### src/rtl/shift_engine_pkg.sv
// Shared definitions for the shift engine: shift-direction constants and the
// helper that sizes the per-word bit counter.
package shift_engine_pkg;

  // Shift-direction encodings for the MSB_FIRST parameter.
  localparam bit DIR_LSB_FIRST = 1'b0;
  localparam bit DIR_MSB_FIRST = 1'b1;

  // Counter width able to hold values 0..width inclusive.
  function automatic int count_width(input int width);
    return $clog2(width + 1);
  endfunction

endpackage : shift_engine_pkg

### src/rtl/shift_lane.sv
// One lane of the shift engine: the active shift register and its carry flop.
// Control (when to shift, when to load) comes from the shared controller.
module shift_lane
  import shift_engine_pkg::*;
#(
  parameter int WIDTH     = 8,
  parameter bit MSB_FIRST = DIR_MSB_FIRST
) (
  input  logic             Clock,
  input  logic             Preset,
  input  logic             load_en,    // replace active word with load_data
  input  logic             shift_en,   // shift one bit this edge
  input  logic [WIDTH-1:0] load_data,
  input  logic             ser_in,
  output logic [WIDTH-1:0] q,
  output logic             carry
);

  logic [WIDTH-1:0] active_d, active_q;
  logic             carry_d, carry_q;
  logic [WIDTH-1:0] shifted;
  logic             out_bit;

  // Next-state selection: shift, shift-and-reload (last bit of a word), or plain load.
  always_comb begin
    // NOTE: every always_comb output gets a default first so no path can infer a latch.
    active_d = active_q;
    carry_d  = carry_q;
    if (MSB_FIRST) begin
      shifted = {active_q[WIDTH-2:0], ser_in};
      out_bit = active_q[WIDTH-1];
    end else begin
      shifted = {ser_in, active_q[WIDTH-1:1]};
      out_bit = active_q[0];
    end
    if (shift_en) begin
      // On the final shift of a word a pending word replaces the shifted value,
      // but the carry still reports the bit that just left.
      carry_d  = out_bit;
      active_d = load_en ? load_data : shifted;
    end else if (load_en) begin
      active_d = load_data;
      carry_d  = 1'b0;
    end
  end

  // Lane state register with asynchronous active-high reset.
  always_ff @(posedge Clock or posedge Preset) begin
    if (Preset) begin
      active_q <= '0;
      carry_q  <= 1'b0;
    end else begin
      // NOTE: sequential state uses non-blocking assignments so all flops update together.
      active_q <= active_d;
      carry_q  <= carry_d;
    end
  end

  assign q     = active_q;
  assign carry = carry_q;

endmodule : shift_lane

### src/rtl/shift_engine.sv
// Multi-lane parallel-load / serial-shift engine with a one-word holding
// register so consecutive words stream with no gap between them.
module shift_engine
  import shift_engine_pkg::*;
#(
  parameter int WIDTH     = 8,
  parameter int CHANNELS  = 1,
  parameter bit MSB_FIRST = DIR_MSB_FIRST
) (
  input  logic                      Clock,
  input  logic                      Preset,
  input  logic [CHANNELS*WIDTH-1:0] Dp,
  input  logic                      LoadValid,
  output logic                      LoadReady,
  input  logic [CHANNELS-1:0]       Ds,
  input  logic                      ShiftEn,
  output logic [CHANNELS*WIDTH-1:0] Q,
  output logic [CHANNELS-1:0]       Carry,
  output logic                      Busy,
  output logic                      Done,
  output logic                      Underrun
);

  localparam int CW = count_width(WIDTH);
  localparam logic [CW-1:0] LAST_COUNT = CW'(WIDTH - 1);

  logic [CHANNELS*WIDTH-1:0] hold_d, hold_q;
  logic                      hold_full_d, hold_full_q;
  logic                      busy_d, busy_q;
  logic [CW-1:0]             count_d, count_q;
  logic                      done_d, done_q;
  logic                      underrun_d, underrun_q;

  logic accept;      // holding register captures Dp this edge
  logic do_shift;    // active word shifts this edge
  logic last_shift;  // this shift empties the active word
  logic idle_xfer;   // idle engine pulls the held word into the lanes
  logic lane_load;   // lanes take the held word this edge

  // Handshake and transfer decode shared by the controller and the lanes.
  always_comb begin
    accept     = LoadValid && !hold_full_q;
    do_shift   = busy_q && ShiftEn;
    last_shift = do_shift && (count_q == LAST_COUNT);
    idle_xfer  = !busy_q && hold_full_q;
    lane_load  = idle_xfer || (last_shift && hold_full_q);
  end

  // Controller next state: holding register, bit counter, busy and pulse flags.
  always_comb begin
    hold_d      = hold_q;
    hold_full_d = hold_full_q;
    busy_d      = busy_q;
    count_d     = count_q;
    done_d      = last_shift;
    underrun_d  = last_shift && !hold_full_q;

    // accept needs an empty holder and lane_load needs a full one, so the two
    // never coincide.
    if (accept) begin
      hold_d      = Dp;
      hold_full_d = 1'b1;
    end else if (lane_load) begin
      hold_full_d = 1'b0;
    end

    if (idle_xfer) begin
      busy_d  = 1'b1;
      count_d = '0;
    end else if (last_shift) begin
      busy_d  = hold_full_q;
      count_d = '0;
    end else if (do_shift) begin
      count_d = count_q + CW'(1);
    end
  end

  // Controller state register; the holding register is cleared on reset too
  // so a stale word can never be transferred after Preset.
  always_ff @(posedge Clock or posedge Preset) begin
    if (Preset) begin
      // NOTE: the holding register is a datapath word but is reset anyway; Preset must discard it.
      hold_q      <= '0;
      hold_full_q <= 1'b0;
      busy_q      <= 1'b0;
      count_q     <= '0;
      done_q      <= 1'b0;
      underrun_q  <= 1'b0;
    end else begin
      hold_q      <= hold_d;
      hold_full_q <= hold_full_d;
      busy_q      <= busy_d;
      count_q     <= count_d;
      done_q      <= done_d;
      underrun_q  <= underrun_d;
    end
  end

  // One lane per channel, all driven by the shared shift/load strobes.
  for (genvar n = 0; n < CHANNELS; n++) begin : g_lane
    shift_lane #(
      .WIDTH     (WIDTH),
      .MSB_FIRST (MSB_FIRST)
    ) u_lane (
      .Clock     (Clock),
      .Preset    (Preset),
      .load_en   (lane_load),
      .shift_en  (do_shift),
      .load_data (hold_q[n*WIDTH +: WIDTH]),
      .ser_in    (Ds[n]),
      .q         (Q[n*WIDTH +: WIDTH]),
      .carry     (Carry[n])
    );
  end

  assign LoadReady = !hold_full_q;
  assign Busy      = busy_q;
  assign Done      = done_q;
  assign Underrun  = underrun_q;

endmodule : shift_engine

### config.mk
export PLATFORM = sky130hd
export DESIGN_NAME = shift_engine
export DESIGN_NICKNAME = d
export VERILOG_FILES = /design/src/rtl/shift_engine_pkg.sv /design/src/rtl/shift_lane.sv /design/src/rtl/shift_engine.sv
export SDC_FILE = /design/constraint.sdc
export NUM_CORES = 1
export LEC_CHECK = 0
export BUFFER_PORTS_ARGS = -buffer_cell sky130_fd_sc_hd__buf_4
export CORE_MARGIN = 3
export CORE_UTILIZATION = 51
export CTS_BUF_LIST = sky130_fd_sc_hd__clkbuf_16
export DETAILED_ROUTE_END_ITERATION = 10
export PLACE_DENSITY = 0.78
export SLEW_MARGIN = 40
export SYNTH_ARGS = -nofsm -noshare
export SYNTH_HDL_FRONTEND = slang
export SYNTH_SLANG_ARGS = --single-unit
export TNS_END_PERCENT = 50
### constraint.sdc
create_clock -name Clock -period 1.65 [get_ports Clock]
set_input_delay 0.33 -clock Clock [delete_from_list [all_inputs] [get_ports Clock]]
set_output_delay 0.33 -clock Clock [all_outputs]
set_load 0.05 [all_outputs]
==> results.toml <==
[clock_tree]
clockRootBuffer = "clkbuf_16"
cts_resized = 0
cts_setup_buffers = 0
cts_max_level = 1
cts_hold_buf = 0
numCtsBuffers = 3
cts.sinks = 25
clock_latency_ns = 0.26
path_clk_slew_ns = 0.07
cts_tree = "done"
max-clock-path-buffers = 2

[final_layout]
antenna_cells = 0
final_core_util = 0.6963
fin_nets = 127
layout_commonest_cell = "buf_4"
layout_common_cells = "buf_4, dfrtp_1, mux2_2, and2_1, a221o_1"
fin_area_mm2 = 0.001394
syn_to_final_growth_pct = 27.17
layout-drive-gt1-share = 0.4286

[place]
place_congestion = 0.8198
hpwl_mm = 1.640
postPlaceCellArea_mm2 = 0.001311
port_buffers = 25

[yosys]
ys_types = 25
ys_seq_area_frac = 0.5708
yosys.area.top_type = "dfrtp_1"
synth_cells = 84
syn-cell-area_mm2 = 0.001096
synth_area_leaders = "dfrtp_1, mux2_2, a221o_1, and2_1, mux2i_1"
async_flop_share = 1.000
ys_ff_latch = 25
yosys.area.top_type_share = 0.5708
syn_area_per_cell_um2 = 13.05
synth_edf_count = 0
syn-num-nets = 98
synth_flop_cell = "dfrtp_1"
synth-warning-count = 0

[detailed_routing]
wirelength_mm = 2.368
viasPerCell = 5.662
drcViolationCount = 0
dr.pass1.iters = 4
drt_iter0_drc = 14
wl_per_cell_um = 17.04
vias = 787
drtAntennaViolNets = 0

[floorplan]
num_rows = 16
fp.coreArea_mm2 = 0.002002
die_area_mm2 = 0.002742
start_util = 0.5475
ios = 26
fp.dieH_um = 52.36
die-width_um = 52.36

[critical_path]
crit_arrival_ns = 1.63
critical_path_class = "reg2reg"
r2r_slack_ns = 0.17
worstPathRequired_ns = 1.80
crit_chain = "ha_1, nand2_1, or3_1, a31o_2"
crit_fanout = 4
worstReg2RegStart = "count_q[0]$_DFFE_PP0P_"
crit_end = "hold_full_q$_DFFE_PP0P_"
critPathCaptureType = "flip-flop"
cp_slowest_cell = "dfrtp_1"
ff2ff_path_depth = 4
cp-startpoint = "count_q[0]$_DFFE_PP0P_"
critPathLaunchType = "flip-flop"
max_stage_delay_ns = 0.40
r2r-end = "hold_full_q$_DFFE_PP0P_"

[global_route]
antenna_found_initial = 0
grt_use_total = 0.1970
grt_overflow = 0
grt_first_pass_wirelength_mm = 3.774
grt_pass1_vias = 786
grt_max_degree = 26

[power_and_ir_drop]
ir_worst_vdd_uv = 1187
p_per_area_mw_per_mm2 = 2061
total_power_w = 0.002872
leakagePower_nw = 0.6735

[timing]
period_share = 0.8951
fmax_ghz = 0.6771
finClkSkew_ns = 0.005737
setup_tns_ns = 0
final_hold_viol_count = 0
setup_viol = 0
period_needed_ns = 1.477
slew_headroom = 0.7403
grt_setup_unrepaired = "false"
worstMarginPinSlew_ns = 0.3895
finalMaxSlewViolations = 0
hold_ws_ns = 0.1127

[worst_hold_path]
hold_path.class = "in2async"

[flow_run]
drv_cap = 0

[run_status]
status = "completed"
-- stage by stage --
stage,setup slack (ns),std cells
6_report,0.1730,139
5_1_grt,0.09496,139
4_1_cts,0.1831,139
3_5_place_dp,0.2007,135
3_3_place_gp,0.2352,135
2_1_floorplan,0.002097,84
-- worst min-delay path by stage --
stage | startpoint | endpoint | slack (ns) | cells after the start
global route | Preset | Busy$_DFFE_PP0P_ | 0.15 | 3
CTS | Preset | count_q[0]$_DFFE_PP0P_ | 0.12 | 3
floorplan | Preset | Busy$_DFFE_PP0P_ | 0.36 | 1
global placement | Preset | hold_q[0]$_DFFE_PP0P_ | 0.40 | 3
finish | Preset | g_lane[0].u_lane.q[1]$_DFFE_PP0P_ | 0.11 | 3
detailed placement | Preset | hold_q[1]$_DFFE_PP0P_ | 0.40 | 3
-- cell families after synthesis --
group | Yosys count | synth area share
AO/OA/AOI/OAI | 15 | 0.1256
flip-flops | 25 | 0.5708
AND/OR/NAND/NOR | 22 | 0.1210
multiplexers | 12 | 0.1199
buffers and inverters | 8 | 0.04337
adder cells (fa/ha/maj) | 1 | 0.01141
XOR/XNOR | 1 | 0.007992
-- where the power goes --
group	internal [W]	switching [W]	total, W	leakage, nW
clock	0.000329	0.000226	0.000555	0.0371
sequential	0.000881	0.000230	0.00111	0.294
combinational	0.000504	0.000703	0.00121	0.342
total	0.00171	0.00116	0.00287	0.673
-- per-layer routing --
| layer | global-route usage | part of all wire |
|---|---|---|
| met1 | 0.2416 | 0.43 |
| met5 | 0 | 0 |
| met2 | 0.3120 | 0.50 |
| met4 | 0.1234 | 0.025 |
| met3 | 0.04274 | 0.047 |
-- registers in the layout, summed over array words and instances, names as in the netlist --
name	flops
hold_full_q	1
g_lane.u_lane.q	8
Underrun	1
hold_q	8
Done	1
Busy	1
count_q	4
g_lane.u_lane.carry	1
-- cells in the mapped netlist (2+ instances only) --
| master | number |
|---|---|
| dfrtp_1 | 25 |
| mux2_2 | 9 |
| a221o_1 | 8 |
| and2_1 | 8 |
| nand2_1 | 4 |
| inv_1 | 3 |
| mux2i_1 | 3 |
| nor2_1 | 3 |
| a22o_1 | 2 |
| and2_4 | 2 |
| buf_2 | 2 |
| buf_4 | 2 |
-- cell type report --
| type | instances | area, um^2 |
|---|---|---|
| fillers | 145 | 608.1 |
| clock buffers | 3 | 75.07 |
| inverters | 3 | 11.26 |
| multi-input cells | 51 | 422.9 |
| clock inverters | 1 | 7.507 |
| well taps | 27 | 33.78 |
| flip-flops and latches | 25 | 625.6 |
| repair buffers | 29 | 217.7 |
-- worst max-delay path: cells and delay by family, from the launching register on --
| kind | cells | cell delay, ns |
|---|---|---|
| AOI/OAI and AO/OA | 1 | 0.28 |
| adders and majority gates | 1 | 0.23 |
| DFF | 1 | 0.40 |
| and+or+nand+nor | 2 | 0.46 |
No activity file was read; power rests on OpenSTA's default activity.
